<file path="config.mk">
export PLATFORM = sky130hd
export DESIGN_NAME = sdram_ch2_bridge
export DESIGN_NICKNAME = d
export VERILOG_FILES = /design/src/rtl/sdram_ch2_bridge.sv
export SDC_FILE = /design/constraint.sdc
export NUM_CORES = 1
export LEC_CHECK = 0
export ABC_AREA = 1
export CORE_ASPECT_RATIO = 1.2
export CORE_MARGIN = 3
export CORE_UTILIZATION = 53
export CTS_BUF_LIST = sky130_fd_sc_hd__clkbuf_8
export DETAILED_ROUTE_END_ITERATION = 10
export PLACE_DENSITY = 0.92
export SLEW_MARGIN = 20
export SYNTH_ARGS = -nofsm -noshare
export SYNTH_HDL_FRONTEND = slang
export SYNTH_SLANG_ARGS = --single-unit
</file>
<file path="constraint.sdc">
create_clock -name clk -period 3 [get_ports clk]
set_clock_uncertainty 0.2 [all_clocks]
set_input_delay 0.6 -clock clk [delete_from_list [all_inputs] [get_ports clk]]
set_output_delay 0.6 -clock clk [all_outputs]
set_load 0.005 [all_outputs]
</file>
<file path="src/rtl/sdram_ch2_bridge.sv">
// sdram_ch2_bridge
// 32-bit CPU bus front end for the SDRAM controller's 16-bit channel 2 port.
// Each bus access becomes one or two halfword accesses (H0 = bits 31:16 at the
// even halfword, H1 = bits 15:0 at the odd halfword). Strobes are held until
// the controller reports completion, then dropped for a gap so that the next
// half produces a fresh rising edge.
// Optional feature: define SDRAM_CH2_BRIDGE_RDCACHE_EN for a one-entry read
// cache that answers repeated reads of the same word without ch2 traffic.
module sdram_ch2_bridge #(
    parameter int RD_DATA_DELAY = 16,
    parameter int GAP_CYCLES    = 2
) (
    input  logic        clk,
    input  logic        reset,
    input  logic        bus_req,
    input  logic        bus_we,
    input  logic [19:0] bus_addr,
    input  logic [3:0]  bus_be,
    input  logic [31:0] bus_din,
    output logic [31:0] bus_dout,
    output logic        bus_ack,
    output logic [20:0] ch2addr,
    output logic [15:0] ch2din,
    output logic [1:0]  ch2wr,
    output logic        ch2rd,
    input  logic [15:0] ch2dout,
    input  logic        ch2rdy
);

    localparam int CNT_W = $clog2(RD_DATA_DELAY + GAP_CYCLES + 1);

    typedef enum logic [2:0] {
        S_IDLE      = 3'd0,
        S_ISSUE     = 3'd1,
        S_WAIT_ACK  = 3'd2,
        S_WAIT_DONE = 3'd3,
        S_RD_DLY    = 3'd4,
        S_GAP       = 3'd5,
        S_DONE      = 3'd6
    } state_t;

    state_t             state;
    logic [19:0]        addr_q;
    logic               we_q;
    logic [3:0]         be_q;
    logic [31:0]        din_q;
    logic               half_q;
    logic [CNT_W-1:0]   cnt_q;
    logic               rd_hit;

    // Byte-enable pair belonging to the selected half (H0 uses the upper pair).
    function automatic logic [1:0] half_be(input logic [3:0] be, input logic half);
        return half ? be[1:0] : be[3:2];
    endfunction

`ifdef SDRAM_CH2_BRIDGE_RDCACHE_EN
    logic               cache_valid;
    logic [19:0]        cache_addr;
    logic [31:0]        cache_data;

    // Overlay the enabled bytes of new_d onto old_d.
    function automatic logic [31:0] be_merge(input logic [31:0] old_d,
                                             input logic [31:0] new_d,
                                             input logic [3:0]  be);
        logic [31:0] res;
        res = old_d;
        for (int i = 0; i < 4; i++) begin
            if (be[i]) begin
                res[i*8 +: 8] = new_d[i*8 +: 8];
            end else begin
                res[i*8 +: 8] = old_d[i*8 +: 8];
            end
        end
        return res;
    endfunction

    assign rd_hit = cache_valid && (cache_addr == bus_addr);
`else
    assign rd_hit = 1'b0;
`endif

    // Access sequencer: accepts bus requests, walks the halves through the ch2
    // handshake and produces the registered strobes, read data and ack pulse.
    always_ff @(posedge clk) begin
        if (reset) begin
            state    <= S_IDLE;
            addr_q   <= 20'd0;
            we_q     <= 1'b0;
            be_q     <= 4'd0;
            din_q    <= 32'd0;
            half_q   <= 1'b0;
            cnt_q    <= {CNT_W{1'b0}};
            bus_ack  <= 1'b0;
            bus_dout <= 32'd0;
            ch2addr  <= 21'd0;
            ch2din   <= 16'd0;
            ch2wr    <= 2'b00;
            ch2rd    <= 1'b0;
`ifdef SDRAM_CH2_BRIDGE_RDCACHE_EN
            cache_valid <= 1'b0;
            cache_addr  <= 20'd0;
            cache_data  <= 32'd0;
`endif
        end else begin
            bus_ack <= 1'b0;
            case (state)
                S_IDLE: begin
                    // bus_ack=1 here means the ack cycle: the held request is not re-accepted.
                    if (bus_req && !bus_ack) begin
                        addr_q <= bus_addr;
                        we_q   <= bus_we;
                        be_q   <= bus_be;
                        din_q  <= bus_din;
                        cnt_q  <= {CNT_W{1'b0}};
                        if (!bus_we && rd_hit) begin
`ifdef SDRAM_CH2_BRIDGE_RDCACHE_EN
                            bus_dout <= cache_data;
`endif
                            bus_ack <= 1'b1;
                            state   <= S_IDLE;
                        end else if (!bus_we || (bus_be[3:2] != 2'b00)) begin
                            half_q <= 1'b0;
                            state  <= S_ISSUE;
                        end else if (bus_be[1:0] != 2'b00) begin
                            half_q <= 1'b1;
                            state  <= S_ISSUE;
                        end else begin
                            state <= S_DONE;
                        end
                    end else begin
                        state <= S_IDLE;
                    end
                end
                S_ISSUE: begin
                    ch2addr <= {addr_q, half_q};
                    ch2din  <= half_q ? din_q[15:0] : din_q[31:16];
                    if (we_q) begin
                        ch2wr <= half_be(be_q, half_q);
                        ch2rd <= 1'b0;
                    end else begin
                        ch2wr <= 2'b00;
                        ch2rd <= 1'b1;
                    end
                    state <= S_WAIT_ACK;
                end
                S_WAIT_ACK: begin
                    // ch2rdy may still be high from before the strobe was seen.
                    if (!ch2rdy) begin
                        state <= S_WAIT_DONE;
                    end else begin
                        state <= S_WAIT_ACK;
                    end
                end
                S_WAIT_DONE: begin
                    if (ch2rdy) begin
                        ch2rd <= 1'b0;
                        ch2wr <= 2'b00;
                        cnt_q <= {CNT_W{1'b0}};
                        if (!we_q) begin
                            state <= S_RD_DLY;
                        end else if (!half_q && (be_q[1:0] != 2'b00)) begin
                            half_q <= 1'b1;
                            state  <= S_GAP;
                        end else begin
                            state <= S_DONE;
                        end
                    end else begin
                        state <= S_WAIT_DONE;
                    end
                end
                S_RD_DLY: begin
                    if (cnt_q == CNT_W'(RD_DATA_DELAY - 1)) begin
                        cnt_q <= {CNT_W{1'b0}};
                        if (half_q) begin
                            bus_dout[15:0] <= ch2dout;
                            state          <= S_DONE;
                        end else begin
                            bus_dout[31:16] <= ch2dout;
                            half_q          <= 1'b1;
                            state           <= S_GAP;
                        end
                    end else begin
                        cnt_q <= cnt_q + CNT_W'(1);
                        state <= S_RD_DLY;
                    end
                end
                S_GAP: begin
                    if (cnt_q == CNT_W'(GAP_CYCLES - 1)) begin
                        cnt_q <= {CNT_W{1'b0}};
                        state <= S_ISSUE;
                    end else begin
                        cnt_q <= cnt_q + CNT_W'(1);
                        state <= S_GAP;
                    end
                end
                S_DONE: begin
                    bus_ack <= 1'b1;
                    state   <= S_IDLE;
`ifdef SDRAM_CH2_BRIDGE_RDCACHE_EN
                    if (!we_q) begin
                        cache_valid <= 1'b1;
                        cache_addr  <= addr_q;
                        cache_data  <= bus_dout;
                    end else if (cache_valid && (cache_addr == addr_q)) begin
                        cache_data <= be_merge(cache_data, din_q, be_q);
                    end else begin
                        cache_data <= cache_data;
                    end
`endif
                end
                default: begin
                    state <= S_IDLE;
                    ch2rd <= 1'b0;
                    ch2wr <= 2'b00;
                end
            endcase
        end
    end

endmodule

</file>
==> flow_summary_export.csv, run 1 <==
group,metric,value,unit
run_status,outcome,"complete, no violations",
grt,track_usage,25.5,%
grt,grt_first_pass_wirelength,23500,µm
die,coreArea,9660,µm²
finish,seqCellArea,2780,µm²
setup_path,crit_fanout,18,
timing,finalSetupViolations,0,
power_and_ir_drop,power_density,627,nW/µm²
setup_path,cp.required,3.13,ns
synth,synth_common_cells,"213 x nor2_1, 139 x dfxtp_1, 71 x o21ai_0",
timing,rsz0062_at_grt,"false",
synth,synthCells,698,
synth,synthArstFlopShare,0,%
route,wl_met2,7340,µm
power_and_ir_drop,ir_worst_vdd,394,µV
finish,fillers,669,
setup_path,crit_type,"register to register",
route,highest_layer,"met4",
synth,yosysTopAreaCellShare,52.2,%
cts,clk_path_buf_depth,2,
placement,place_congestion,0.856,
setup_path,cp_num_buf_inv,3,
timing,fin_crit,2.39,ns
finish,antennaDiodeCount,0,
setup_path,slowest_stage,"dfxtp_1",
route,viasPerCell,5.37,
route,wl_met1,5590,µm
cts,h-tree-depth,4,
die,die_y,116,µm
synth,synth-seq-cells,139,
synth,netlist-cell-type-count,26,
cts,clkTransAtPathRegs,0.08,ns
finish,drive_gt1_share,7.60,%
grt,grt_max_degree,77,
synth,synth.area.top_cells,"dfxtp_1 52%, nor2_1 15%, o21ai_0 6.7%",
route,wire_per_inst,14.9,µm
cts,post-cts-setup-buffers,0,
die,die_area,11300,µm²
placement,portBuffers,149,
cts,cts.sinks,139,
timing,max_freq,419,MHz
synth,synth_edf_count,0,
route,vias,5186,
route,wl_met3,996,µm
cts,cts_hold_buffers,0,
timing,maxSlewHeadroom,34.3,%
synth,synth.yosys.seq_area_share,52.2,%
timing,final-max-slew-violation-count,0,
grt,grt_pass1_vias,5095,
synth,synth_most_common_cell,"nor2_1",
synth,syn_avg_cell_area,7.64,µm²
setup_path,slowest_delay,0.41,ns
finish,syn2layout_area_growth,35.8,%
synth,syn_nets,779,
cts,cts_tree,"built",
finish,nNetsFinal,910,
cts,clk_latency,0.44,ns
cts,cts.repair.resized,0,
route,drc,0,
cts,cts-root-buf,"clkbuf_8",
synth,syn_area,5330,µm²
timing,tightest_slew,0.983,ns
worst_hold_path,hold_path.class,"register to register",
die,dieWidth,97.6,µm
die,start_util,55.2,%
route,firstDrtPassIters,7,
route,drt_iter0_drc,415,
finish,multiInputGateArea,2210,µm²
cts,numCtsBuffers,17,
setup_path,critPathCaptureType,"register",
timing,setup_tns,0,ns
timing,min_period_over_period,79.6,%
timing,hold_violations,0,
setup_path,cp-start-kind,"register",
power_and_ir_drop,p_leak,2.89,nW
die,rows,39,
synth,yosys_warnings,0,
power_and_ir_drop,finalPower,0.00454,W
placement,hpwl,9360,µm
flow_run,max_cap_viol_count,0,
setup_path,crit_family,"simple AND/OR/NAND/NOR gates",
grt,antenna_found_initial,0,
synth,synthFlopType,"dfxtp_1",
setup_path,path_cells,"ha_1 -> nand2_1 -> nor2_1 -> ha_1 -> inv_1 -> nor3_4 -> buf_4 -> inv_2 -> nor2_1 -> nor2_1",
die,io_pins,150,
route,drt-total-wl,14400,µm
route,ant_nets,0,
grt,globalRoute.totalOverflow,0,
synth,yosysTopAreaCell,"dfxtp_1",
setup_path,path_common_cell,"nor2_1",
setup_path,critPathArrivalTime,2.52,ns
tightest hold or removal path, delay by kind of cell (launching register included):
family / cells / cell delay, ns
flops: 1 / 0.32
simple gates: 1 / 0.06
compound gates: 1 / 0.05
cells by family (layout without fill, tap and decap cells):
logic type	Yosys count	count (layout)	share of synthesized area (%)
adder cells (fa/ha/maj)	4	4	0.939
AO/OA/AOI/OAI	163	163	15.8
AND/OR/NAND/NOR	318	318	24.3
XOR/XNOR	2	2	0.329
buffers and inverters	72	216	6.38
flip-flops	139	139	52.2
cell usage in the layout, fill, tap and decap left out, drive strengths merged, types with 6 or more instances in the layout:
cell type	n
nor2	227
clkdlybuf4s50	149
dfxtp	139
o21ai	130
nand2	68
inv	30
nand3	20
clkbuf	17
a21oi	16
a31oi	16
clkinv	8
buf	6
sequential cells by signal, summed over array words and instances, names as in the netlist:
name,cells
cnt_q,5
be_q,4
addr_q,20
ch2wr,2
ch2addr,21
state,3
half_q,1
bus_dout,32
bus_ack,1
ch2din,16
we_q,1
ch2rd,1
din_q,32
stage by stage:
step	area [µm²]	setup WS, ns	hold slack (ns)	util (%)	std cells
after floorplan	5330	1.01	0.239	-	698
after global placement	6810	0.459	0.247	70.5	933
after detailed placement	6810	0.462	0.263	70.5	933
after CTS	7240	0.614	0.274	74.9	965
after global routing	7240	0.432	0.290	74.9	965
final	7240	0.611	0.275	74.9	965
final cells by class:
cell class | count | area share, %
Clock buffer | 17 | 3.23
Clock inverter | 15 | 2.75
Inverter | 29 | 1.50
Multi-Input combinational cell | 487 | 30.6
Sequential cell | 139 | 38.4
Tap cell | 123 | 2.13
Timing Repair Buffer | 155 | 21.4
final timing paths:
kind | from | depth (start not counted) | to | slack, ns
hold / removal | ch2wr[0]$_SDFFE_PP0P_ | 2 | ch2wr[0]$_SDFFE_PP0P_ | 0.28
setup / recovery | cnt_q[0]$_SDFFE_PP0P_ | 10 | bus_dout[4]$_SDFFE_PP0P_ | 0.61
setup reg to reg | cnt_q[0]$_SDFFE_PP0P_ | 10 | bus_dout[4]$_SDFFE_PP0P_ | 0.61
hold reg to reg | ch2wr[0]$_SDFFE_PP0P_ | 2 | ch2wr[0]$_SDFFE_PP0P_ | 0.28
report_power, final:
group          internal (W)  leakage [nW]  total (W)  switching (W)
combinational      0.000353          1.54   0.000784       0.000431
clock              0.000906         0.216    0.00164       0.000731
sequential          0.00202          1.14    0.00212      0.0000978
routing by layer:
layer	global-route usage [%]	up-vias
li1	-	2523
met1	28.3	2387
met2	45.1	235
met3	6.56	41
met4	13.3	0
met5	0	-
Power figures use the tool's default switching activity.
==> run 2: changes to the inputs <==
--- a/config.mk
+++ b/config.mk
@@ -8,10 +8,10 @@
 export ABC_AREA = 1
 export CORE_ASPECT_RATIO = 1.2
 export CORE_MARGIN = 3
-export CORE_UTILIZATION = 53
+export CORE_UTILIZATION = 45
 export CTS_BUF_LIST = sky130_fd_sc_hd__clkbuf_8
 export DETAILED_ROUTE_END_ITERATION = 10
-export PLACE_DENSITY = 0.92
+export PLACE_DENSITY = 0.84
 export SLEW_MARGIN = 20
 export SYNTH_ARGS = -nofsm -noshare
 export SYNTH_HDL_FRONTEND = slang
==> constraint.sdc (replaced) <==
create_clock -name clk -period 2.1 [get_ports clk]
set_clock_uncertainty 0.2 [all_clocks]
set_input_delay 0.42 -clock clk [delete_from_list [all_inputs] [get_ports clk]]
set_output_delay 0.42 -clock clk [all_outputs]
set_load 0.005 [all_outputs]
==> flow_summary_export.csv, run 2 (synthesis results as in run 1) <==
group,metric,value,unit
timing,rsz0062_at_grt,"false",
grt,grt.busiest_layer,"met2",
grt,met2_usage,34.0,%
setup_path,cp-start-kind,"register",
placement,hpwl,9160,µm
worst_hold_path,hold_depth,2,
cts,clk_latency,0.43,ns
timing,maxSlewHeadroom,76.2,%
power_and_ir_drop,combPwrFrac,18.5,%
grt,grt_pass1_vias,4654,
grt,grtUsageMet3,5.31,%
cts,clkTransAtPathRegs,0.08,ns
placement,placed_area,6980,µm²
power_and_ir_drop,power_density,845,nW/µm²
timing,max_freq,506,MHz
die,dieWidth,105,µm
route,drt-total-wl,13400,µm
grt,grtUsageMet1,24.5,%
route,vias,4874,
die,io_pins,150,
cts,clk_path_buf_depth,2,
cts,cts-root-buf,"clkbuf_8",
finish,syn2layout_area_growth,38.7,%
route,wire_per_inst,13.3,µm
grt,track_usage,20.5,%
cts,cts_tree,"built",
power_and_ir_drop,ir_worst_vdd,454,µV
power_and_ir_drop,clkPwrFrac,33.1,%
power_and_ir_drop,finalPower,0.00625,W
timing,hold_violations,0,
finish,final_area,7390,µm²
power_and_ir_drop,p_switching,0.00177,W
setup_path,critPathArrivalTime,2.11,ns
route,drc,0,
grt,antenna_found_initial,0,
placement,place_congestion,0.885,
cts,cts_hold_buffers,0,
timing,fin_crit,1.98,ns
worst_hold_path,hold_path.class,"register to register",
finish,final_cell_mix,"212 x nor2_1, 149 x clkdlybuf4s50_1, 138 x dfxtp_1",
flow_run,max_cap_viol_count,0,
power_and_ir_drop,p_int,0.00448,W
setup_path,crit_type,"register to register",
timing,tightest_slew,0.356,ns
finish,nNetsFinal,921,
grt,grt_first_pass_wirelength,22000,µm
setup_path,path_cells,"ha_2 -> nand2_1 -> nor2_2 -> ha_2 -> inv_1 -> nor3_4 -> inv_4 -> nor2_2 -> nor2_1",
die,start_util,47.2,%
setup_path,critPathCaptureType,"register",
die,die_area,13200,µm²
cts,numCtsBuffers,17,
finish,final_common_cell,"nor2_1",
grt,grt_max_degree,53,
finish,largest_registers,"bus_dout x32, din_q x32, ch2addr x21",
die,coreArea,11300,µm²
route,viasPerCell,4.84,
timing,final-max-slew-violation-count,0,
run_status,outcome,"complete, no violations",
placement,portBuffers,149,
setup_path,cp_num_buf_inv,2,
power_and_ir_drop,swShare,28.3,%
cts,cts.sinks,139,
setup_path,cp.required,2.23,ns
setup_path,slowest_stage,"dfxtp_2",
route,drt_iter0_drc,305,
setup_path,crit_cells,9,
setup_path,slowest_delay,0.36,ns
finish,final_util,65.4,%
timing,setup_tns,0,ns
setup_path,crit_fanout,16,
setup_path,crit_family,"simple AND/OR/NAND/NOR gates",
die,rows,42,
finish,drive_gt1_share,9.26,%
die,die_y,125,µm
power_and_ir_drop,seqPwrFrac,48.4,%
timing,min_period_over_period,94.1,%
cts,h-tree-depth,4,
finish,antennaDiodeCount,0,
timing,finalSetupViolations,0,
route,firstDrtPassIters,5,
power_and_ir_drop,p_leak,2.94,nW
grt,globalRoute.totalOverflow,0,
setup_path,rr_worst_depth,9,
route,ant_nets,0,
run 2: cell types whose count changed in the layout (fill, tap and decap cells not counted), sizes merged:
cell	change
buf	+11
clkinv	-5
bufinv	-3
clkbuf	+3
clkinvlp	+3
inv	+2
run 2: tightest hold or removal path, cell delays in order, from the launching register on:
cell     delay, ns
dfxtp_1       0.31
nand2_1       0.06
a21oi_1       0.06
run 2: power by group through the flow:
stage	clock, W	combinational [W]	sequential (W)
final	0.00207	0.00116	0.00302
after global routing	0.00223	0.00129	0.00305
after CTS	0.00211	0.00117	0.00302
after detailed placement	0	0.00116	0.00308
after global placement	0	0.00114	0.00307
after floorplan	0	0.000633	0.00306
run 2: final timing paths:
| path | start | endpoint | slack, ns |
|---|---|---|---|
| setup / recovery | cnt_q[1]$_SDFFE_PP0P_ | bus_dout[12]$_SDFFE_PP0P_ | 0.12 |
| hold / removal | cnt_q[3]$_SDFFE_PP0P_ | cnt_q[3]$_SDFFE_PP0P_ | 0.27 |
| setup reg to reg | cnt_q[1]$_SDFFE_PP0P_ | bus_dout[12]$_SDFFE_PP0P_ | 0.12 |
| hold reg to reg | cnt_q[3]$_SDFFE_PP0P_ | cnt_q[3]$_SDFFE_PP0P_ | 0.27 |
run 2: cell type report:
class                      instances  area (µm²)
clock buffer                      20         275
clock inverter                    12         113
multi-input combinational        487        2220
tap                              154         193
timing repair buffer             166        1700
inverter                          29         111
sequential                       139        2780
fill                             951        3900
run 2: what timing repair did:
item | CTS | global route
resized for setup | 0 | 9
buffers inserted | 0 | 0
endpoints found under the hold margin | 0 | 0
setup endpoints to repair | 0 | 33
run 2: layer usage:
| layer | routed length, µm | share of wire (%) | vias to the layer above |
|---|---|---|---|
| li1 | - | - | 2542 |
| met4 | 289 | 2.2 | 0 |
| met3 | 719 | 5.4 | 18 |
| met5 | 0 | 0 | - |
| met1 | 5800 | 43 | 2174 |
| met2 | 6590 | 49 | 140 |
run 2: per-stage QoR:
stage	worst slack (ns)	std cells	hold slack [ns]
final	0.123	1007	0.271
after global routing	0.00891	1007	0.300
after CTS	0.0327	1006	0.270
after detailed placement	0.0589	974	0.260
after global placement	0.117	974	0.249
after floorplan	0.110	698	0.239
